<file path="src/rtl/uart_rx_periph_if.sv">
// rtl/uart_rx_periph_if.sv - SoC register bus bundle for the UART receive peripheral
interface uart_rx_periph_if;
    logic        cs;
    logic        rd;
    logic        wr;
    logic [3:0]  addr;
    logic [15:0] d_in;
    logic [15:0] d_out;

    modport master (
        output cs,
        output rd,
        output wr,
        output addr,
        output d_in,
        input  d_out
    );

    modport slave (
        input  cs,
        input  rd,
        input  wr,
        input  addr,
        input  d_in,
        output d_out
    );
endinterface

</file>
<file path="src/rtl/uart_rx_periph.sv">
// rtl/uart_rx_periph.sv - 8N1 UART receiver with 16x oversampling, byte FIFO and status registers
module uart_rx_periph #(
    parameter int CLK_HZ     = 50000000,
    parameter int BAUD       = 115200,
    parameter int FIFO_DEPTH = 4
) (
    input  logic             sys_clk_i,
    input  logic             sys_rst_i,
    input  logic             uart_rx,
    uart_rx_periph_if.slave  bus,
    output logic             rx_led
);

    localparam int DIV   = CLK_HZ / (BAUD * 16);
    localparam int DIV_W = (DIV > 1) ? $clog2(DIV) : 1;
    localparam int PTR_W = (FIFO_DEPTH > 1) ? $clog2(FIFO_DEPTH) : 1;
    localparam int CNT_W = PTR_W + 1;

    localparam logic [DIV_W-1:0] DIV_LAST  = DIV_W'(DIV - 1);
    localparam logic [CNT_W-1:0] FIFO_FULL = CNT_W'(FIFO_DEPTH);

    typedef enum logic [1:0] {
        IDLE  = 2'd0,
        START = 2'd1,
        DATA  = 2'd2,
        STOP  = 2'd3
    } state_t;

    logic             rx_meta_q, rxs_q;
    logic [DIV_W-1:0] div_q, div_d;
    logic             tick;

    state_t           state_q, state_d;
    logic [3:0]       tcnt_q, tcnt_d;
    logic [2:0]       bidx_q, bidx_d;
    logic [7:0]       shreg_q, shreg_d;
    logic             hold_q, hold_d;
    logic             push_req;
    logic             ferr_set;
    logic             rx_led_q;

    logic [7:0]       mem [FIFO_DEPTH];
    logic [PTR_W-1:0] wptr_q, wptr_d, rptr_q, rptr_d;
    logic [CNT_W-1:0] count_q, count_d;
    logic             avail, full;
    logic             push, pop, ovr_set;

    logic             frame_err_q, frame_err_d;
    logic             overrun_q, overrun_d;
    logic [15:0]      d_out_q, d_out_d;
    logic             rd_en, wr_en;
    logic             unused_d_in;

    assign unused_d_in = ^{bus.d_in[15:4], bus.d_in[1:0]};

    always_ff @(posedge sys_clk_i or posedge sys_rst_i) begin
        if (sys_rst_i) begin
            rx_meta_q <= 1'b1;
            rxs_q     <= 1'b1;
        end else begin
            rx_meta_q <= uart_rx;
            rxs_q     <= rx_meta_q;
        end
    end

    // Divider sits at zero in IDLE so the first tick lands DIV cycles after the falling edge
    assign tick = (state_q != IDLE) && (div_q == DIV_LAST);

    always_comb begin
        div_d = div_q + DIV_W'(1);
        if (state_q == IDLE || tick) begin
            div_d = '0;
        end
    end

    always_comb begin
        state_d  = state_q;
        tcnt_d   = tcnt_q;
        bidx_d   = bidx_q;
        shreg_d  = shreg_q;
        hold_d   = hold_q;
        push_req = 1'b0;
        ferr_set = 1'b0;
        case (state_q)
            IDLE: begin
                tcnt_d = 4'd0;
                hold_d = 1'b0;
                if (!rxs_q) begin
                    state_d = START;
                end
            end
            START: begin
                if (tick) begin
                    if (tcnt_q == 4'd7) begin
                        tcnt_d  = 4'd0;
                        bidx_d  = 3'd0;
                        state_d = rxs_q ? IDLE : DATA;
                    end else begin
                        tcnt_d = tcnt_q + 4'd1;
                    end
                end
            end
            DATA: begin
                if (tick) begin
                    if (tcnt_q == 4'd15) begin
                        shreg_d = {rxs_q, shreg_q[7:1]};
                        tcnt_d  = 4'd0;
                        if (bidx_q == 3'd7) begin
                            state_d = STOP;
                        end else begin
                            bidx_d = bidx_q + 3'd1;
                        end
                    end else begin
                        tcnt_d = tcnt_q + 4'd1;
                    end
                end
            end
            STOP: begin
                // After a bad stop bit, wait for the line to return high before rearming
                if (hold_q) begin
                    if (rxs_q) begin
                        hold_d  = 1'b0;
                        state_d = IDLE;
                    end
                end else if (tick) begin
                    if (tcnt_q == 4'd15) begin
                        if (rxs_q) begin
                            push_req = 1'b1;
                            state_d  = IDLE;
                        end else begin
                            ferr_set = 1'b1;
                            hold_d   = 1'b1;
                        end
                    end else begin
                        tcnt_d = tcnt_q + 4'd1;
                    end
                end
            end
            default: state_d = IDLE;
        endcase
    end

    always_ff @(posedge sys_clk_i or posedge sys_rst_i) begin
        if (sys_rst_i) begin
            state_q  <= IDLE;
            div_q    <= '0;
            tcnt_q   <= 4'd0;
            bidx_q   <= 3'd0;
            shreg_q  <= 8'h00;
            hold_q   <= 1'b0;
            rx_led_q <= 1'b0;
        end else begin
            state_q  <= state_d;
            div_q    <= div_d;
            tcnt_q   <= tcnt_d;
            bidx_q   <= bidx_d;
            shreg_q  <= shreg_d;
            hold_q   <= hold_d;
            rx_led_q <= (state_d != IDLE);
        end
    end

    assign rx_led = rx_led_q;

    assign rd_en = bus.cs & bus.rd;
    assign wr_en = bus.cs & bus.wr;
    assign avail = (count_q != '0);
    assign full  = (count_q == FIFO_FULL);

    // A pop frees a slot in the same cycle, so a push into a full FIFO is accepted then
    assign pop     = rd_en && (bus.addr == 4'h0) && avail;
    assign push    = push_req && (!full || pop);
    assign ovr_set = push_req && full && !pop;

    always_comb begin
        wptr_d  = wptr_q;
        rptr_d  = rptr_q;
        count_d = count_q;
        if (push) begin
            wptr_d = wptr_q + PTR_W'(1);
        end
        if (pop) begin
            rptr_d = rptr_q + PTR_W'(1);
        end
        if (push && !pop) begin
            count_d = count_q + CNT_W'(1);
        end else if (pop && !push) begin
            count_d = count_q - CNT_W'(1);
        end
    end

    always_ff @(posedge sys_clk_i) begin
        if (push) begin
            mem[wptr_q] <= shreg_q;
        end
    end

    always_comb begin
        frame_err_d = frame_err_q;
        overrun_d   = overrun_q;
        if (wr_en && bus.addr == 4'h2) begin
            if (bus.d_in[3]) frame_err_d = 1'b0;
            if (bus.d_in[2]) overrun_d   = 1'b0;
        end
        if (ferr_set) frame_err_d = 1'b1;
        if (ovr_set)  overrun_d   = 1'b1;
    end

    always_comb begin
        d_out_d = d_out_q;
        if (rd_en) begin
            case (bus.addr)
                4'h0:    d_out_d = avail ? {8'h00, mem[rptr_q]} : 16'h0000;
                4'h2:    d_out_d = {12'h000, frame_err_q, overrun_q, full, avail};
                default: d_out_d = 16'h0000;
            endcase
        end
    end

    always_ff @(posedge sys_clk_i or posedge sys_rst_i) begin
        if (sys_rst_i) begin
            wptr_q      <= '0;
            rptr_q      <= '0;
            count_q     <= '0;
            frame_err_q <= 1'b0;
            overrun_q   <= 1'b0;
            d_out_q     <= 16'h0000;
        end else begin
            wptr_q      <= wptr_d;
            rptr_q      <= rptr_d;
            count_q     <= count_d;
            frame_err_q <= frame_err_d;
            overrun_q   <= overrun_d;
            d_out_q     <= d_out_d;
        end
    end

    assign bus.d_out = d_out_q;

endmodule

</file>
<file path="src/flat_wrapper.sv">
// flat-port wrapper written by rule: the top's interface ports become plain ports
module uart_rx_periph_flat 
#(
    parameter int CLK_HZ     = 50000000,
    parameter int BAUD       = 115200,
    parameter int FIFO_DEPTH = 4
)
  (sys_clk_i, sys_rst_i, uart_rx, rx_led, bus_cs, bus_rd, bus_wr, bus_addr, bus_d_in, bus_d_out);
  uart_rx_periph_if bus_i ();
  input  logic sys_clk_i;
  input  logic sys_rst_i;
  input  logic uart_rx;
  output logic rx_led;
  input wire logic [$bits(bus_i.cs)-1:0] bus_cs;
  input wire logic [$bits(bus_i.rd)-1:0] bus_rd;
  input wire logic [$bits(bus_i.wr)-1:0] bus_wr;
  input wire logic [$bits(bus_i.addr)-1:0] bus_addr;
  input wire logic [$bits(bus_i.d_in)-1:0] bus_d_in;
  output wire logic [$bits(bus_i.d_out)-1:0] bus_d_out;
  assign bus_i.cs = bus_cs;
  assign bus_i.rd = bus_rd;
  assign bus_i.wr = bus_wr;
  assign bus_i.addr = bus_addr;
  assign bus_i.d_in = bus_d_in;
  assign bus_d_out = bus_i.d_out;
  uart_rx_periph #(.CLK_HZ(CLK_HZ), .BAUD(BAUD), .FIFO_DEPTH(FIFO_DEPTH)) u_core (.sys_clk_i(sys_clk_i), .sys_rst_i(sys_rst_i), .uart_rx(uart_rx), .bus(bus_i), .rx_led(rx_led));
endmodule
</file>
<file path="config.mk">
export PLATFORM = sky130hd
export DESIGN_NAME = uart_rx_periph_flat
export DESIGN_NICKNAME = d
export VERILOG_FILES = /design/src/rtl/uart_rx_periph_if.sv /design/src/rtl/uart_rx_periph.sv /design/src/flat_wrapper.sv
export SDC_FILE = /design/constraint.sdc
export NUM_CORES = 1
export LEC_CHECK = 0
export BUFFER_PORTS_ARGS = -buffer_cell sky130_fd_sc_hd__clkbuf_2
export CAP_MARGIN = 20
export CORE_MARGIN = 8
export CORE_UTILIZATION = 24
export DETAILED_ROUTE_END_ITERATION = 6
export GPL_TIMING_DRIVEN = 0
export PLACE_DENSITY_LB_ADDON = 0.05
export SETUP_SLACK_MARGIN = 0.4
export SLEW_MARGIN = 0
export SYNTH_ARGS = -nofsm -noshare
export SYNTH_HDL_FRONTEND = slang
export SYNTH_SLANG_ARGS = --single-unit
</file>
<file path="constraint.sdc">
create_clock -name sys_clk_i -period 2.32 [get_ports sys_clk_i]
set_clock_uncertainty 0.05 [all_clocks]
set_input_delay 0.232 -clock sys_clk_i [delete_from_list [all_inputs] [get_ports sys_clk_i]]
set_output_delay 0.232 -clock sys_clk_i [all_outputs]
set_load 0.02 [all_outputs]
</file>
# [Yosys cells after proc, flatten, opt, wreduce, memory -nomap -nowiden]
# Memory sizes are Yosys's and may differ from the RTL's.
# Cells that the tools add are included.
[word_totals] inputBits=26 latch_bits=0 ram_bits=32 register_bits=51 romBits=0 mem_count=1
[op_classes] n_eq_ne=17 muxes=51 magnitude_cmp=0 n_bitwise=2 add_sub_neg=7 reduce_logical=31 multipliers=0 shifts=0 div_mod_pow=0
[mem_list] memory="u_core.mem" depth=4 word_bits=8 read_ports=1 rd_ports_with_merged_regs=0 write_ports=1 line_no="uart_rx_periph.sv:42" text="logic [7:0] mem [FIFO_DEPTH];"
[ops] op="case mux 16 bit (2 select lines)" count=1
[ops] op="2-to-1 mux 4 bit" count=7
[ops] op="2-to-1 mux 2 bit" count=11
[ops] op="2-to-1 mux 3 bit" count=7
[ops] op="2-to-1 mux 1 bit" count=19
[ops] op="nonzero test 2 bit" count=9
[ops] op="case mux 4 bit (4 select lines)" count=1
[ops] op="!= test 2 x 1 -> 1 bit, second input constant" count=5
[ops] op="logical AND 1 bit" count=9
[ops] op="2-to-1 mux 8 bit" count=1
[ops] op="case mux 2 bit (4 select lines)" count=1
[ops] op="adder 3 x 1 -> 3 bit, second input constant" count=2
[ops] op="equality test 3 bit, second input constant" count=2
[ops] op="!= test 2 bit, second input constant" count=3
[ops] op="case mux 3 bit (2 select lines)" count=1
[ops] op="AND reduction 6 bit" count=1
[ops] op="adder 5 x 1 -> 5 bit, second input constant" count=1
[ops] op="equality test 5 bit, second input constant" count=1
[ops] op="2-to-1 mux 5 bit" count=1
[ops] op="AND reduction 5 bit" count=1
[ops] op="adder 2 x 1 -> 2 bit, second input constant" count=2
[ops] op="adder 4 x 1 -> 4 bit, second input constant" count=1
[ops] op="equality test 2 bit, second input constant" count=2
[ops] op="equality test 4 x 2 -> 1 bit, second input constant" count=1
[ops] op="other kinds (13)" count=18

# [Logic depth before layout (Yosys ltp)]
[logic_depth] depth_word=10 mapped_depth=12

# [Least setup slack after synthesis]
# OpenSTA, ideal clock, no wires.
[synth_timing] path_kind="reg-to-reg" from="reg u_core.div_q[0]" to="reg u_core.count_q[2]" n_path_buf=1 t_required_ns=2.191 path_stages_with_launch=13 path_slack_ns=-0.231 arrival_time_ns=2.421 synth_period_minus_slack_ns=2.551 path_cell_list="dfrtp_1 -> inv_1 -> ha_1 -> nand4b_2 -> nor4_1 -> and3_1 -> buf_4 -> ha_1 -> inv_1 -> fa_1 -> xor2_1 -> nor2_1 -> xor2_1"
[synth_between] elab_chain_cells=9 elab_cells_between_ends=11 cone_classes="1 x eq/ne; 4 x mux; 6 x reduce/logical"
[synth_rtl] item="start, declared" line_no="uart_rx_periph.sv:30" text="logic [DIV_W-1:0] div_q, div_d;"
[synth_rtl] item="start signal, assigned" line_no="uart_rx_periph.sv:154" text="div_q <= div_d;"
[synth_rtl] item="equality test 5 bit *" line_no="uart_rx_periph.sv:67" text="assign tick = (state_q != IDLE) && (div_q == DIV_LAST);"
[synth_rtl] item="logical AND 1 bit *" line_no="uart_rx_periph.sv:67"
[synth_rtl] item="2-to-1 mux 1 bit *" line_no="uart_rx_periph.sv:125" text="end else if (tick) begin"
[synth_rtl] item="2-to-1 mux 1 bit *" line_no="uart_rx_periph.sv:120" text="if (hold_q) begin"
[synth_rtl] item="2-to-1 mux 1 bit *" line_no="uart_rx_periph.sv:84" text="case (state_q)"
[synth_rtl] item="logical AND 1 bit *" line_no="uart_rx_periph.sv:172" text="assign push = push_req && (!full || pop);"
[synth_rtl] item="named net u_core.push" line_no="uart_rx_periph.sv:46" text="logic push, pop, ovr_set;"
[synth_rtl] item="logical NOT 1 bit" line_no="uart_rx_periph.sv:187" text="end else if (pop && !push) begin"
[synth_rtl] item="logical AND 1 bit" line_no="uart_rx_periph.sv:187"
[synth_rtl] item="nonzero test 2 bit (no line)"
[synth_rtl] item="end signal, assigned" line_no="uart_rx_periph.sv:231" text="count_q <= count_d;"
[synth_rtl] item="end, declared" line_no="uart_rx_periph.sv:44" text="logic [CNT_W-1:0] count_q, count_d;"
# Mark *: on every way through the listed nets, which the timed path passes. The rest lies on a longest branch.
# A chain may end at the register's enable or synchronous reset.

# [Worst setup path after layout]
[layout_timing] from="reg u_core.state_q[1]" to="reg u_core.count_q[2]"
[layout_between] elab_chain_cells=9 elab_cells_between_ends=12 cone_classes="1 x eq/ne; 4 x mux; 7 x reduce/logical"
[layout_rtl] item="start, declared" line_no="uart_rx_periph.sv:33" text="state_t state_q, state_d;"
[layout_rtl] item="start signal, assigned" line_no="uart_rx_periph.sv:153" text="state_q <= state_d;"
[layout_rtl] item="nonzero test 2 bit" line_no="uart_rx_periph.sv:67"
[layout_rtl] item="logical AND 1 bit" line_no="uart_rx_periph.sv:67"
[layout_rtl] item="2-to-1 mux 1 bit" line_no="uart_rx_periph.sv:125"
[layout_rtl] item="2-to-1 mux 1 bit" line_no="uart_rx_periph.sv:120"
[layout_rtl] item="2-to-1 mux 1 bit *" line_no="uart_rx_periph.sv:84"
[layout_rtl] item="logical AND 1 bit *" line_no="uart_rx_periph.sv:172"
[layout_rtl] item="named net u_core.push" line_no="uart_rx_periph.sv:46"
[layout_rtl] item="logical NOT 1 bit" line_no="uart_rx_periph.sv:187"
[layout_rtl] item="logical AND 1 bit" line_no="uart_rx_periph.sv:187"
[layout_rtl] item="nonzero test 2 bit (no line)"
# Marks and branches as above.

==> flow_metrics.env <==
export IMPL_crit_fanout=5
export IMPL_crit_type="register to register"
export IMPL_preCtsSetupSlack_ns=-0.230
export IMPL_slew_headroom_pct=46.8
export IMPL_ys_flop_type="dfrtp_1"
export IMPL_slew_violations=0
export IMPL_rrSetupSlack_ns=-0.005
export IMPL_num_io_pins=43
export IMPL_grt_max_degree=24
export IMPL_tightestPinTransition_ns=0.787
export IMPL_fp_dieW_um=137
export IMPL_cts_root_buf="clkbuf_16"
export IMPL_synth_edff_count=32
export IMPL_synth_async_sr_flop_share_pct=57.3
export IMPL_violations="setup timing"
export IMPL_cp_startpoint="u_core.state_q[1]"
export IMPL_grt_pass1_wl_mm=12.2
export IMPL_syn_inst=262
export IMPL_critPathCapture="u_core.count_q[2]"
export IMPL_min_period_over_period_pct=100
export IMPL_dieArea_sq_mm=0.0187
export IMPL_critPathTopFamily="simple AND/OR/NAND/NOR gates"
export IMPL_syn_area_per_cell_sq_um=13.4
export IMPL_synth_cell_type_count=57
export IMPL_syn_area_sq_mm=0.00351
export IMPL_critical_path_max_stage_delay_ns=0.45
export IMPL_place_hpwl_mm=5.26
export IMPL_cts_buffers=9
export IMPL_via_count=2216
export IMPL_fin_crit_ns=2.33
export IMPL_area_delta_synth_final_pct=33.0
export IMPL_hold_viol=0
export IMPL_firstDrtPassIters=4
export IMPL_clk_pin_slew_ns=0.06
export IMPL_htree_levels=3
export IMPL_n_antenna_cell=0
export IMPL_gr_total_overflow=0
export IMPL_reg2reg_depth=11
export IMPL_ys_seq_elements=75
export IMPL_ir_drop_mv=0.346
export IMPL_cts_sinks=75
export IMPL_regToRegStartpoint="u_core.state_q[1]"
export IMPL_p_leak_nw=2.01
export IMPL_ant_nets=0
export IMPL_via_per_inst=4.29
export IMPL_cts_tree="built"
export IMPL_hp_class="input port to register"
export IMPL_critPathRequiredTime_ns=2.52
export IMPL_critPathSlowestCell="dfrtp_2"
export IMPL_path_depth=11
export IMPL_path_buf_inv=3
export IMPL_drt_wl_total_mm=7.99
export IMPL_end_kind="register"
export IMPL_max_cap_violations=0
export IMPL_powerDensity_mw_per_mm2=644
export IMPL_place_gp_congestion=0.736
export IMPL_worst_slack_ns=-0.00507
export IMPL_setup_violations=1
export IMPL_rsz0062_at_grt="true"
export IMPL_yosysSeqAreaShare_pct=58.2
export IMPL_antenna_found_initial=0
export IMPL_drt_iter0_markers=122
export IMPL_initial_utilization_pct=24.3
export IMPL_fp_row_count=44
export IMPL_fin_util_pct=32.3
export IMPL_crit_path_cell_trace="inv_4 -> ha_4 -> nor4_4 -> and3_4 -> buf_6 -> ha_4 -> inv_2 -> fa_2 -> xor2_1 -> nor2_1 -> xor2_1"
export IMPL_cts_max_path_buffers=2
export IMPL_core_area_sq_mm=0.0144
export IMPL_drt_wirelength_per_cell_um=15.5
export IMPL_io_buffer_count=20
export IMPL_grtUsageTotal_pct=8.77
export IMPL_layout_nets=368
export IMPL_layout_drive_gt1_share_pct=42.5
export IMPL_clk_latency_ns=0.33
export IMPL_arrival_ns=2.53
export IMPL_ys_warn_count=0
export IMPL_outcome="complete, but fails checks"
export IMPL_min_from="bus_d_in[2]"
export IMPL_drc=0
export IMPL_fmax_mhz=430
export IMPL_die_y_um=137
export IMPL_holdPathStages=4
export IMPL_cp_start_kind="register"
export IMPL_r2r_end="u_core.count_q[2]"
export IMPL_grt_pass1_vias=2108
what timing repair did:
item | in CTS | in global routing
hold buffers | 2 | 0
buffers inserted | 10 | 14
endpoints found under the hold margin | 21 | 0
pin swaps | 14 | 19
resized for setup | 21 | 19
endpoints found under the setup margin | 53 | 54
layout by cell type, fill, tap and decap left out, types with 3 or more instances in the layout:
cell       instances
dfrtp_1           39
inv_2              3
xor2_1             4
mux2_4             5
inv_1             12
ha_1               7
a21oi_1            4
nand3_1            3
conb_1             8
mux2_2             8
buf_4             26
xnor2_1            3
o21ai_0            9
nor2_1            14
edfxtp_1          32
and2_4             4
mux4_2             8
nand2_1           17
buf_6             10
clkbuf_16          9
clkbuf_2          21
ha_4               5
report_power, final:
part	leakage, nW	switching (mW)	internal [mW]
sequential	0.927	0.0203	1.39
clock	0.140	0.577	0.839
combinational	0.944	0.0947	0.0764
total	2.01	0.692	2.31
worst min-delay path by stage:
stage	endpoint	slack, ns
after floorplan	u_core.rx_meta_q	0.19
after global placement	u_core.rx_meta_q	0.28
after detailed placement	u_core.rx_led	0.25
after CTS	u_core.bus.d_out[0]	0.17
after global routing	u_core.bus.d_out[0]	0.18
final	u_core.overrun_q	0.17
metal layers:
layer,up-vias,GRT usage [%],part of all wire [%]
li1,1074,-,-
met1,1094,12.0,49
met2,41,12.8,44
met3,7,1.91,4.8
met4,0,4.35,1.3
met5,-,0,0
cell usage after synthesis, types with 3 or more instances:
cell type	count	area share [%]
and2_1	6	1.1
ha_1	14	5.0
mux2_2	12	3.9
xnor2_1	4	1.0
edfxtp_1	32	27
mux4_2	8	5.1
a21oi_1	4	0.57
buf_4	10	2.1
o311ai_0	3	0.75
a22oi_1	3	0.64
nor2_1	14	1.5
xor2_1	4	1.0
nand3_1	4	0.57
o21ai_0	11	1.6
nand2_1	18	1.9
nor3_1	3	0.43
dfrtp_1	41	29
nand2b_1	3	0.54
inv_1	16	1.7
logic make-up (layout without fill, tap and decap cells):
family | Yosys count | count (layout) | synth area share (%)
and+or+nand+nor | 69 | 69 | 11.1
buffers and inverters | 33 | 96 | 5.39
AOI/OAI and AO/OA | 39 | 39 | 7.92
xor gates and xnor gates | 9 | 9 | 2.46
DFF | 75 | 75 | 58.2
adders and majority gates | 15 | 15 | 5.57
muxes | 21 | 21 | 9.31
other | 1 | 8 | 0.107
through the flow:
step	power, mW	cells	hold slack (ns)	setup TNS, ns	cell area (sq um)
floorplan	1.56	269	0.186	0	3640
global placement	1.61	473	0.277	-0.420	3980
detailed placement	1.61	474	0.247	-0.431	4000
CTS	3.05	502	0.170	-0.166	4460
global route	3.12	516	0.183	-0.210	4660
finish	3.00	516	0.172	-0.00507	4660
tightest hold or removal path, cell delays in order:
cell      delay (ns)
clkbuf_2        0.08
nand4_1         0.08
nand2_1         0.05
o21ai_0         0.06
sequential cells by signal (all words and copies together) (netlist names):
name                count
u_core.bidx_q           3
u_core.rxs_q            1
u_core.rptr_q           2
u_core.overrun_q        1
u_core.rx_meta_q        1
u_core.bus.d_out        8
u_core.wptr_q           2
u_core.count_q          3
u_core.div_q            5
u_core.frame_err_q      1
u_core.shreg_q          8
u_core.hold_q           1
u_core.tcnt_q           4
u_core.state_q          2
u_core.mem             32
u_core.rx_led           1
cell type report:
| cell class | count | area, sq um |
|---|---|---|
| clock buffers | 9 | 225 |
| flip-flops and latches | 75 | 2040 |
| clock inverters | 7 | 75.1 |
| fillers | 1457 | 9760 |
| inverters | 16 | 62.6 |
| plain buffers | 17 | 144 |
| repair buffers | 47 | 347 |
| multi-input cells | 161 | 1540 |
| well taps | 184 | 230 |
No activity file was read; power rests on OpenSTA's default activity.
